## src/rtl/ioports_uart.sv

```systemverilog
// ioports_uart: 8N1 serial front end for the 32-bit I/O port block.
// Full-duplex RX/TX channels sharing one baud divisor, no shared state.
module ioports_uart #(
  parameter int BAUD_DIV = 868,
  parameter int HALF_DIV = BAUD_DIV / 2
) (
  input  logic       clk,
  input  logic       reset,
  input  logic       rxd,
  output logic       txd,
  output logic       load,
  output logic [7:0] rxbyte,
  output logic       frame_err,
  output logic       ready,
  input  logic       enout,
  input  logic [7:0] txbyte,
  output logic       rx_busy,
  output logic       tx_busy
);
  localparam logic [15:0] BAUD_M1 = 16'(BAUD_DIV - 1);
  localparam logic [15:0] HALF_M1 = 16'(HALF_DIV - 1);

  typedef enum logic [2:0] {
    RX_IDLE, RX_START, RX_DATA, RX_STOP, RX_WAITHI
  } rx_state_t;

  typedef enum logic [2:0] {
    TX_IDLE, TX_START, TX_DATA, TX_STOP, TX_HOLD
  } tx_state_t;

  logic        rx_meta, rs;
  rx_state_t   rx_st, rx_nx;
  logic [15:0] rx_cnt, rx_cnt_nx;
  logic [7:0]  rx_sh, rx_sh_nx, rxbyte_nx;
  logic [2:0]  rx_bit, rx_bit_nx;
  logic        load_nx, ferr_nx, rx_tick;

  tx_state_t   tx_st, tx_nx;
  logic [15:0] tx_cnt, tx_cnt_nx;
  logic [7:0]  tx_sh, tx_sh_nx;
  logic [2:0]  tx_bit, tx_bit_nx;
  logic        txd_nx, ready_nx, tx_tick;

  assign rx_tick = (rx_cnt == 16'd0);
  assign tx_tick = (tx_cnt == 16'd0);
  assign rx_busy = (rx_st != RX_IDLE);
  assign tx_busy = (tx_st != TX_IDLE);

  // rxd is asynchronous; idle-high reset value avoids a false start
  always_ff @(posedge clk) begin
    if (reset) begin
      rx_meta <= 1'b1;
      rs      <= 1'b1;
    end else begin
      rx_meta <= rxd;
      rs      <= rx_meta;
    end
  end

  always_ff @(posedge clk) begin
    if (reset) begin
      rx_st     <= RX_IDLE;
      rx_cnt    <= 16'd0;
      rx_sh     <= 8'h00;
      rx_bit    <= 3'd0;
      rxbyte    <= 8'h00;
      load      <= 1'b0;
      frame_err <= 1'b0;
    end else begin
      rx_st     <= rx_nx;
      rx_cnt    <= rx_cnt_nx;
      rx_sh     <= rx_sh_nx;
      rx_bit    <= rx_bit_nx;
      rxbyte    <= rxbyte_nx;
      load      <= load_nx;
      frame_err <= ferr_nx;
    end
  end

  always_comb begin
    rx_nx     = rx_st;
    rx_cnt_nx = rx_tick ? BAUD_M1 : rx_cnt - 16'd1;
    rx_sh_nx  = rx_sh;
    rx_bit_nx = rx_bit;
    rxbyte_nx = rxbyte;
    load_nx   = 1'b0;
    ferr_nx   = 1'b0;
    unique case (rx_st)
      RX_IDLE: begin
        if (!rs) begin
          rx_nx     = RX_START;
          rx_cnt_nx = HALF_M1;
        end
      end
      RX_START: begin
        if (rx_tick) begin
          rx_bit_nx = 3'd0;
          rx_nx     = rs ? RX_IDLE : RX_DATA;
        end
      end
      RX_DATA: begin
        if (rx_tick) begin
          rx_sh_nx  = {rs, rx_sh[7:1]};
          rx_bit_nx = rx_bit + 3'd1;
          if (rx_bit == 3'd7) rx_nx = RX_STOP;
        end
      end
      RX_STOP: begin
        if (rx_tick) begin
          if (rs) begin
            rxbyte_nx = rx_sh;
            load_nx   = 1'b1;
            rx_nx     = RX_IDLE;
          end else begin
            ferr_nx = 1'b1;
            rx_nx   = RX_WAITHI;
          end
        end
      end
      RX_WAITHI: begin
        if (rs) rx_nx = RX_IDLE;
      end
      default: rx_nx = RX_IDLE;
    endcase
  end

  always_ff @(posedge clk) begin
    if (reset) begin
      tx_st  <= TX_IDLE;
      tx_cnt <= 16'd0;
      tx_sh  <= 8'h00;
      tx_bit <= 3'd0;
      txd    <= 1'b1;
      ready  <= 1'b1;
    end else begin
      tx_st  <= tx_nx;
      tx_cnt <= tx_cnt_nx;
      tx_sh  <= tx_sh_nx;
      tx_bit <= tx_bit_nx;
      txd    <= txd_nx;
      ready  <= ready_nx;
    end
  end

  // txd is registered, so each bit is set up one cycle ahead at the tick
  always_comb begin
    tx_nx     = tx_st;
    tx_cnt_nx = tx_tick ? BAUD_M1 : tx_cnt - 16'd1;
    tx_sh_nx  = tx_sh;
    tx_bit_nx = tx_bit;
    txd_nx    = txd;
    ready_nx  = ready;
    unique case (tx_st)
      TX_IDLE: begin
        txd_nx   = 1'b1;
        ready_nx = 1'b1;
        if (enout) begin
          tx_sh_nx  = txbyte;
          txd_nx    = 1'b0;
          ready_nx  = 1'b0;
          tx_cnt_nx = BAUD_M1;
          tx_nx     = TX_START;
        end
      end
      TX_START: begin
        if (tx_tick) begin
          txd_nx    = tx_sh[0];
          tx_sh_nx  = {1'b0, tx_sh[7:1]};
          tx_bit_nx = 3'd0;
          tx_nx     = TX_DATA;
        end
      end
      TX_DATA: begin
        if (tx_tick) begin
          if (tx_bit == 3'd7) begin
            txd_nx = 1'b1;
            tx_nx  = TX_STOP;
          end else begin
            txd_nx    = tx_sh[0];
            tx_sh_nx  = {1'b0, tx_sh[7:1]};
            tx_bit_nx = tx_bit + 3'd1;
          end
        end
      end
      TX_STOP: begin
        if (tx_tick) begin
          if (enout) begin
            tx_nx = TX_HOLD;
          end else begin
            ready_nx = 1'b1;
            tx_nx    = TX_IDLE;
          end
        end
      end
      TX_HOLD: begin
        if (!enout) begin
          ready_nx = 1'b1;
          tx_nx    = TX_IDLE;
        end
      end
      default: tx_nx = TX_IDLE;
    endcase
  end
endmodule

```

## config.mk

```make
export PLATFORM = sky130hd
export DESIGN_NAME = ioports_uart
export DESIGN_NICKNAME = d
export VERILOG_FILES = /design/src/rtl/ioports_uart.sv
export SDC_FILE = /design/constraint.sdc
export NUM_CORES = 1
export LEC_CHECK = 0
export CAP_MARGIN = 10
export CORE_ASPECT_RATIO = 1.5
export CORE_MARGIN = 8
export CORE_UTILIZATION = 52
export DETAILED_ROUTE_END_ITERATION = 16
export PLACE_DENSITY = 0.75
export SETUP_SLACK_MARGIN = 0.3
export SYNTH_ARGS = -nofsm -noshare
export SYNTH_HDL_FRONTEND = slang
export SYNTH_SLANG_ARGS = --single-unit
```

## constraint.sdc

```tcl
create_clock -name clk -period 2.2 [get_ports clk]
set_input_delay 0.55 -clock clk [delete_from_list [all_inputs] [get_ports clk]]
set_output_delay 0.55 -clock clk [all_outputs]
set_load 0.1 [all_outputs]
```

Word-level counts from Yosys, hierarchy flattened

Cells that the tools add are included.
W data, S select, Z words.

Equal/unequal tests: 23
Bitwise operators: 2
Multiplexer cells: 45
Add/subtract/negate cells: 4
Reduce and logical (&&, ||, !) cells: 20

Operators with widths:

| kind                    | count |
|---|---|
| $mux W16                | 6 |
| $mux W3                 | 19 |
| $logic_not A16 Y1       | 2 |
| $mux W8                 | 4 |
| $sub A16 B1 Y16 const B | 2 |
| $pmux W3 S5             | 2 |
| $ne A2 B2 Y1 const B    | 13 |
| $pmux W8 S3             | 1 |
| $eq A3 B2 Y1 const B    | 4 |
| $eq A3 B3 Y1 const B    | 4 |
| $pmux W3 S2             | 2 |
| $reduce_and A6 Y1       | 2 |
| $reduce_bool A3 Y1      | 4 |
| $reduce_and A3 Y1       | 3 |
| $mux W1                 | 8 |
| $add A3 B1 Y3 const B   | 2 |
| $eq A3 B1 Y1 const B    | 2 |
| $logic_not A3 Y1        | 2 |
| $pmux W1 S3             | 2 |
| $reduce_and A5 Y1       | 1 |
| $reduce_and A2 Y1       | 2 |
| $reduce_and A4 Y1       | 1 |
| $reduce_bool A2 Y1      | 2 |
| $reduce_or A3 Y1        | 1 |
| 2 further kinds         | 3 |

Register bits after elaboration: 74
Output and inout port bits: 14

Logic depth before layout (Yosys ltp)

Gate-level depths: netlist of run 1.

Word-level depth: 4
Mapped depth: 7

Worst setup path after synthesis of run 1

No wires, ideal clock.

Path type: register to register
Start point: reg tx_cnt[0]
End point: reg tx_cnt[14]
Data arrival time: 2173 ps
Required time: 2131 ps
Path slack: -42 ps
Buffers on the path: 1
Stages on the path, launching flop included: 8
Cells stage by stage: dfxtp_1 inv_1 ha_1 or3b_4 or4_4 buf_6 or4_4 a21oi_2

Cells in the longest elaborated chain, start to end: 4
Elaborated cells on any way between the ends: 5

RTL lines:

| what                                                 | line    | source |
|---|---|---|
| start, declared                                      | 39      | `logic [15:0] tx_cnt, tx_cnt_nx;` |
| start signal, assigned                               | 137     | `tx_cnt <= tx_cnt_nx;` |
| $sub A16 B1 Y16 or $logic_not A16 Y1 (tied branches) | 148, 45 |  |
| $mux W16 (*)                                         | 148     | `tx_cnt_nx = tx_tick ? BAUD_M1 : tx_cnt - 16'd1;` |
| $mux W16                                             | 157     | `if (enout) begin` |
| $mux W16 (*)                                         | 153     | `unique case (tx_st)` |

Every way passes the cells marked *; elsewhere a longest branch is shown, timed or not.
A chain may end at the register's enable or synchronous reset.

Worst setup path after layout of run 1

Start point: reg tx_bit[0]
End point: reg tx_bit[0]

Cells in the longest elaborated chain, start to end: 4
Elaborated cells on any way between the ends: 7

RTL lines:

| what                   | line | source |
|---|---|---|
| start, declared        | 41   | `logic [2:0] tx_bit, tx_bit_nx;` |
| start signal, assigned | 139  | `tx_bit <= tx_bit_nx;` |
| $add A3 B1 Y3          | 181  | `tx_bit_nx = tx_bit + 3'd1;` |
| $mux W3                | 175  | `if (tx_bit == 3'd7) begin` |
| $mux W3                | 174  | `if (tx_tick) begin` |
| $pmux W3 S2            | 153  |  |

Parallel ways exist; a longest one is shown, timed or not. The select of a mux whose other input is x is not followed.

==> results of run 1 <==
[how the worst min path moves through the flow]
stage,start,end,cells after the start
6_report,rx_meta,rs,1
3_5_place_dp,rx_meta,rs,1
4_1_cts,rx_meta,rs,1
3_3_place_gp,rx_meta,rs,1
5_1_grt,rx_meta,rs,1
2_1_floorplan,rx_meta,rs,1
[critical path: cells and delay by family (launching register included)]
family          cells  cell delay [ps]
simple gates        2              970
fa+ha+maj           2              410
flops               1              330
compound gates      2              410
[power groups by stage]
stage,combinational (mW),sequential (mW),clock [mW]
global placement,1.33,1.72,0
global route,1.69,1.74,1.12
floorplan,0.956,1.73,0
detailed placement,1.37,1.72,0
CTS,1.43,1.70,1.07
finish,1.53,1.71,1.05
[sequential cells by signal, summed over array words and instances, names as in the netlist, 3 cells and up]
name and cells:
tx_bit 3, rx_st 3, tx_sh 8, rx_sh 8
tx_cnt 16, tx_st 3, rxbyte 8, rx_cnt 16
rx_bit 3
[layer usage]
metal	vias to the layer above	GRT usage [%]
li1	1471	-
met1	1432	19.3
met2	65	29.0
met3	19	4.25
met4	0	9.41
met5	-	0
[layout make-up]
type / count / share of cell area (%)
multi-input cells: 275 / 44.5
flip-flops and latches: 74 / 34.5
repair buffers: 64 / 13.5
clock buffers: 9 / 2.86
well taps: 76 / 2.19
clock inverters: 6 / 1.56
inverters: 11 / 0.953
[cell usage after synthesis (3+ instances only)]
master	instances	share of area, %
nor3_1	14	2.1
nor2_1	27	3.0
inv_1	9	1.0
nor3b_1	3	0.67
dfxtp_1	74	44
mux2i_1	19	5.6
nand3_1	16	2.4
o31ai_1	6	1.3
nor4_1	5	0.93
nand4_1	8	1.5
xnor2_1	10	2.6
ha_1	7	2.6
or2_2	4	0.74
mux2_2	7	2.3
or3_1	8	1.5
clkbuf_1	14	1.6
xor2_1	13	3.4
or4_1	5	1.1
nor2b_1	8	1.5
o21ai_0	17	2.5
nand2_1	35	3.9
a21oi_1	29	4.3
[repair_timing]
action	in CTS	in global routing
setup buffers	5	6
pin swaps	13	8
hold endpoints to repair	0	0
endpoints found under the setup margin	31	43
cloned	1	1
gates resized for setup	19	27
[cell families (layout without fill, tap and decap cells)]
| kind of cell | count (synthesis) | in the layout | share of synthesized area [%] |
|---|---|---|---|
| adders and majority gates | 7 | 7 | 2.60 |
| AOI/OAI and AO/OA | 71 | 71 | 12.7 |
| buffers and inverters | 29 | 90 | 3.52 |
| muxes | 26 | 26 | 7.97 |
| DFF | 74 | 74 | 43.9 |
| and+or+nand+nor | 148 | 148 | 23.3 |
| xor gates and xnor gates | 23 | 23 | 5.97 |
[metrics by stage]
step	area, um2	setup TNS, ps	total power, mW	hold slack (ps)
floorplan	3400	0	2.68	389
global placement	3840	0	3.05	395
detailed placement	3840	-71.0	3.09	393
CTS	4150	0	4.20	412
global route	4330	-36.1	4.56	438
finish	4330	0	4.29	412
==> results_dict.tcl, run 1 <==
set metrics [dict create \
    slowest_delay_ps 540 \
    clk_latency_ps 360 \
    tightest_slew_ps 609 \
    p_per_area_nw_per_um2 991 \
    antenna_found_initial 0 \
    cap_viol_max_count 0 \
    wl_met2_um 4020 \
    p_sw_mw 1.57 \
    clk_pin_slew_ps 80 \
    synth_edf_count 0 \
    r2r_start "tx_bit[0]" \
    async_flop_share_pct 0 \
    num_antenna_cells 0 \
    fillCellCount 508 \
    end_kind "flip-flop" \
    clkPwrFrac_pct 24.4 \
    power.share.switching_pct 36.6 \
    grt_max_degree 23 \
    dpl_worst_slack_ps -12.6 \
    final_common_cell "dfxtp_1" \
    required_ps 2490 \
    final.setup_skew_ps 6.38 \
    ioPinCount 26 \
    wl_met1_um 3390 \
    synth_warnings 0 \
    drt-initial-drc-count 158 \
    nets 454 \
    finalSetupViolations 0 \
    fp.dieW_um 81.8 \
    dp_cells 487 \
    die_h_um 115 \
    synth_flop_cell "dfxtp_1" \
    hold_violations 0 \
    initial_utilization_pct 52.8 \
    num_vias 2987 \
    rsz0062_at_grt "yes" \
    multi_input_area_um2 1930 \
    syn-num-nets 397 \
    comb_power_share_pct 35.7 \
    r2r-end "tx_bit[0]" \
    final_cells 515 \
    grt_pass1_vias 2960 \
    period_minus_slack_ps 2170 \
    wl_per_cell_um 15.4 \
    critPathKind "reg -> reg" \
    leakage_nw 1.77 \
    cts_buffers 9 \
    cts_root_buf "clkbuf_8" \
    synthesis.area_um2 3370 \
    synth.avg_cell_area_um2 8.93 \
    slew_viol_final 0 \
    ant_nets 0 \
    num_rows 36 \
    top_layer_used "met4" \
    start_kind "flip-flop" \
    cts.sinks 74 \
    status "completed" \
    mostFrequentLayoutCells "dfxtp_1 (67), buf_4 (42), nand2_1 (35)" \
    crit_chain "ha_1 -> ha_1 -> nor4b_1 -> o21ai_1 -> or4_1 -> a21oi_2" \
    wl_met3_um 315 \
    max_freq_ghz 0.461 \
    setup_ws_ps 31.5 \
    via_per_inst 5.80 \
    ys_types 54 \
    path_common_cell "ha_1" \
    dr.pass1.iters 4 \
    grt_pass1_wl_um 12900 \
    grt_overflow 0 \
    r2r_setup_slack_ps 30 \
    drcViolationCount 0 \
    syn_inst 378 \
    regArea_um2 1500 \
    numPortBuffers 25 \
    synth-seq-area-share_pct 43.9 \
    synth-seq-cells 74 \
    reg2reg_depth 6 \
    cp_data_arrival_time_ps 2460 \
    gp_congestion 0.822 \
    seqPwrFrac_pct 39.9 \
    internal-power_mw 2.72 \
    ir_drop_mv 0.598 \
    die_area_um2 9380 \
    crit_path_max_fanout 7 \
    cp_slowest_cell "or4_1" \
    syn_to_final_growth_pct 28.4 \
    hold_path.class "reg -> reg" \
    coreArea_um2 6400 \
    wl_um 7950 \
    fin_util_pct 67.8 \
    slew_headroom_pct 59.3 \
    grt_use_total_pct 17.4 \
    cts_buffer_depth 2 \
    cts_max_level 3 \
    drive_above_1_share_pct 27.1 \
    cts_tree "done" \
    crit_start "tx_bit[0]" \
    place_hpwl_um 5070 \
    period_share_pct 98.6 \
    ctsHoldBuffers 0 \
    setup.worst_path.end "tx_bit[0]" \
]
(Power assumes the default switching activity.)
==> run 2: changes to the inputs <==
- CORE_UTILIZATION: 52 -> 58
- PLACE_DENSITY: 0.75 -> 0.79
- clock period: 2.2 -> 2.3 ns (I/O delays scaled with it)
==> results_dict.tcl, run 2 (synthesis gave the netlist of run 1 again) <==
set metrics [dict create \
    ioPinCount 26 \
    finalSetupViolations 0 \
    slew_viol_final 0 \
    nets 447 \
    gp_congestion 0.818 \
    syn_to_final_growth_pct 26.0 \
    fp.dieW_um 78.3 \
    num_antenna_cells 0 \
    clk_pin_slew_ps 80 \
    start_kind "flip-flop" \
    final_area_um2 4250 \
    hp-start "rx_meta" \
    ctsHoldBuffers 0 \
    final_cells 505 \
    antenna_found_initial 0 \
    hold_path.class "reg -> reg" \
    slew_headroom_pct 56.8 \
    coreArea_um2 5700 \
    cts_buffers 9 \
    ant_nets 0 \
    place_hpwl_um 4950 \
    path_delay_family "simple AND/OR/NAND/NOR gates" \
    dpl_worst_slack_ps 60.0 \
    leakage_nw 1.74 \
    critPathKind "reg -> reg" \
    dpl-instance-area_um2 3780 \
    grt_pass1_vias 2909 \
    crit_buf_inv 2 \
    power_mw 4.18 \
    max_freq_ghz 0.458 \
    slowest_delay_ps 530 \
    drive_above_1_share_pct 26.3 \
    r2r_start "tx_cnt[0]" \
    end_kind "flip-flop" \
    rsz0062_at_grt "yes" \
    die_area_um2 8570 \
    whs_ps 418 \
    top_regs "rx_cnt x16, tx_cnt x16" \
    path_common_cell "or4_4" \
    crit_start "tx_cnt[0]" \
    num_vias 2936 \
    die_h_um 109 \
    numPortBuffers 25 \
    initial_utilization_pct 59.2 \
    tightest_slew_ps 642 \
    fin_util_pct 74.6 \
    status "completed" \
    setup_ws_ps 116 \
    hold_violations 0 \
    cts_buffer_depth 2 \
    grt_overflow 0 \
    via_per_inst 5.81 \
    ir_drop_mv 0.538 \
    grt_use_total_pct 17.9 \
    dp_cells 476 \
    p_per_area_nw_per_um2 984 \
    wl_per_cell_um 15.2 \
    mostFrequentLayoutCells "dfxtp_1 (69), buf_4 (39), nand2_1 (35)" \
    final.setup_skew_ps 11.6 \
    cap_viol_max_count 0 \
    cts_max_level 3 \
    grt_max_degree 28 \
    clk_latency_ps 360 \
    period_share_pct 95.0 \
    required_ps 2590 \
    cts_tree "done" \
    crit_path_max_fanout 5 \
    drt-initial-drc-count 128 \
    period_minus_slack_ps 2180 \
    dr.pass1.iters 4 \
    setup_tns_ps 0 \
    cp_data_arrival_time_ps 2470 \
    crit_chain "inv_2 -> ha_4 -> or3b_4 -> or4_4 -> buf_6 -> or4_4 -> a21oi_2" \
    cts_root_buf "clkbuf_8" \
    grt_pass1_wl_um 12500 \
    final_common_cell "dfxtp_1" \
    wl_um 7670 \
    num_rows 34 \
    cts.sinks 74 \
    cp_slowest_cell "or4_4" \
    drcViolationCount 0 \
]
run 2: changes by cell type in the layout (fill, tap and decap cells not counted), sizes merged:
cell | previous run | this run
clkinv | 3 | 4
clkinvlp | 2 | 0
bufinv | 1 | 2
buf | 52 | 46
clkbuf | 10 | 9
inv | 11 | 12
run 2: cell type report:
cell class	count	area, um2
multi-input cells	275	1920
fillers	389	1450
inverters	11	41.3
clock buffers	9	124
clock inverters	7	100
flip-flops and latches	74	1490
repair buffers	57	493
well taps	72	90.1
run 2: what timing repair did:
action / 4_1_cts / 5_1_grt
pin swaps: 12 / 9
resized for setup: 12 / 27
setup endpoints to repair: 24 / 33
buffers inserted: 5 / 6
gates cloned: 2 / 0
run 2: final timing paths:
path	cells past startpoint	slack [ps]	to
setup / recovery	7	120	tx_bit[0]
hold / removal	1	420	rs
setup reg to reg	7	120	tx_bit[0]
hold reg to reg	1	420	rs
run 2: layer usage:
layer	GRT usage [%]	vias to the layer above	wire length, um	share of wire, %
li1	-	1455	-	-
met1	19.6	1406	3220	42
met2	31.3	59	4090	53
met3	4.50	16	198	2.6
met4	9.04	0	164	2.1
met5	0	-	0	0
run 2: where the power goes:
group	switching, mW	internal [mW]	total [mW]	leakage [nW]
clock	0.506	0.620	1.13	0.114
combinational	0.808	0.614	1.42	1.02
sequential	0.179	1.46	1.64	0.606
total	1.49	2.69	4.18	1.74
==> run 3: changes to the inputs <==
- CORE_UTILIZATION: 58 -> 62
- PLACE_DENSITY: 0.79 -> 0.84
- clock period: 2.3 -> 2.8 ns (I/O delays scaled with it)
==> results_dict.tcl, run 3 (synthesis gave the netlist of run 1 again) <==
set metrics [dict create \
    seqPwrFrac_pct 43.8 \
    cts_root_buf "clkbuf_8" \
    period_minus_slack_ps 2400 \
    nets 421 \
    dpl-instance-area_um2 3640 \
    finalSetupViolations 0 \
    required_ps 3090 \
    slew_headroom_pct 49.9 \
    via_per_inst 5.77 \
    cts_max_level 3 \
    grt_use_total_pct 17.3 \
    dpl_worst_slack_ps 361 \
    end_kind "flip-flop" \
    period_share_pct 85.6 \
    grt_pass1_wl_um 11800 \
    num_antenna_cells 0 \
    ioPinCount 26 \
    drive_above_1_share_pct 14.0 \
    tightest_slew_ps 746 \
    place_hpwl_um 4700 \
    hold_path.class "reg -> reg" \
    reg2reg_depth 7 \
    drcViolationCount 0 \
    clk_latency_ps 360 \
    syn_to_final_growth_pct 13.5 \
    setup_tns_ps 0 \
    numPortBuffers 25 \
    final_common_cell "dfxtp_1" \
    gp_congestion 0.821 \
    cts_buffer_depth 2 \
    rsz0062_at_grt "no" \
    wl_um 6690 \
    grt_max_degree 41 \
    p_per_area_nw_per_um2 800 \
    internal-power_mw 1.92 \
    cp_data_arrival_time_ps 2690 \
    slew_viol_final 0 \
    clkPwrFrac_pct 25.0 \
    top_regs "rx_cnt x16, tx_cnt x16" \
    coreArea_um2 5370 \
    fin_util_pct 71.4 \
    max_freq_ghz 0.417 \
    final.setup_skew_ps 8.52 \
    critPathKind "reg -> reg" \
    power_mw 3.06 \
    die_h_um 106 \
    status "completed" \
    die_area_um2 8110 \
    hold_violations 0 \
    num_rows 33 \
    p_sw_mw 1.14 \
    drt-initial-drc-count 197 \
    dr.pass1.iters 4 \
    wl_per_cell_um 14.0 \
    setup_ws_ps 404 \
    clk_pin_slew_ps 80 \
    crit_path_max_fanout 11 \
    grt_overflow 0 \
    ir_drop_mv 0.463 \
    mostFrequentLayoutCells "dfxtp_1 (74), nand2_1 (35), a21oi_1 (29)" \
    cts_tree "done" \
    fp.dieW_um 76.2 \
    ant_nets 0 \
    initial_utilization_pct 62.9 \
    hold_path_depth 1 \
    antenna_found_initial 0 \
    cap_viol_max_count 0 \
    grt_pass1_vias 2688 \
    comb_power_share_pct 31.2 \
    leakage_nw 1.56 \
    start_kind "flip-flop" \
    num_vias 2752 \
    cts.sinks 74 \
    final_area_um2 3830 \
    power.share.switching_pct 37.3 \
    cts_buffers 9 \
]
-- run 3: cell types whose count changed in the layout (fill, tap and decap cells not counted), sizes merged --
cell / delta
inv: +1
clkinv: -1
bufinv: -2
buf: -26
clkinvlp: +2
-- run 3: final timing paths --
kind	from	endpoint	slack (ps)
worst min register to register	rx_meta	rs	420
worst max register to register	tx_cnt[0]	tx_cnt[14]	400
worst min-delay path	rx_meta	rs	420
worst max-delay path	tx_cnt[0]	tx_cnt[14]	400
-- run 3: power by group through the flow --
stage | clock, mW | combinational [mW] | sequential (mW)
2_1_floorplan | 0 | 0.743 | 1.35
3_3_place_gp | 0 | 0.921 | 1.35
3_5_place_dp | 0 | 0.941 | 1.36
4_1_cts | 0.783 | 0.949 | 1.34
5_1_grt | 0.823 | 1.08 | 1.37
6_report | 0.766 | 0.955 | 1.34
-- run 3: metrics by stage --
stage / hold WS [ps] / cells
after global placement: 405 / 460
after floorplan: 389 / 378
after CTS: 421 / 476
after detailed placement: 401 / 460
after global routing: 454 / 477
final: 418 / 477
-- run 3: repair_timing --
item	CTS	global route
setup endpoints to repair	0	8
gates resized for setup	0	1
hold buffers	0	0
buffers inserted	0	1
-- run 3: routing by layer --
metal / global-route usage [%] / routed length [um] / part of all wire [%] / vias to the layer above
met2: 30.3 / 3440 / 51 / 37
met5: 0 / 0 / 0 / -
met4: 9.25 / 144 / 2.2 / 0
met1: 19.2 / 2910 / 44 / 1303
met3: 3.72 / 191 / 2.9 / 12
li1: - / - / - / 1400
-- run 3: worst max-delay path, stage by stage (launching register included) --
cell and delay [ps]:
dfxtp_1 360, inv_1 70, ha_1 210, or3b_4 420
or4_4 570, buf_4 170, or4_4 410, a21oi_2 130
-- run 3: final cells by class --
cell class	count	area (um2)
Timing Repair Buffer	31	260
Clock inverter	7	61.3
Fill cell	433	1540
Inverter	11	41.3
Tap cell	70	87.6
Sequential cell	74	1480
Multi-Input combinational cell	275	1780
Clock buffer	9	124
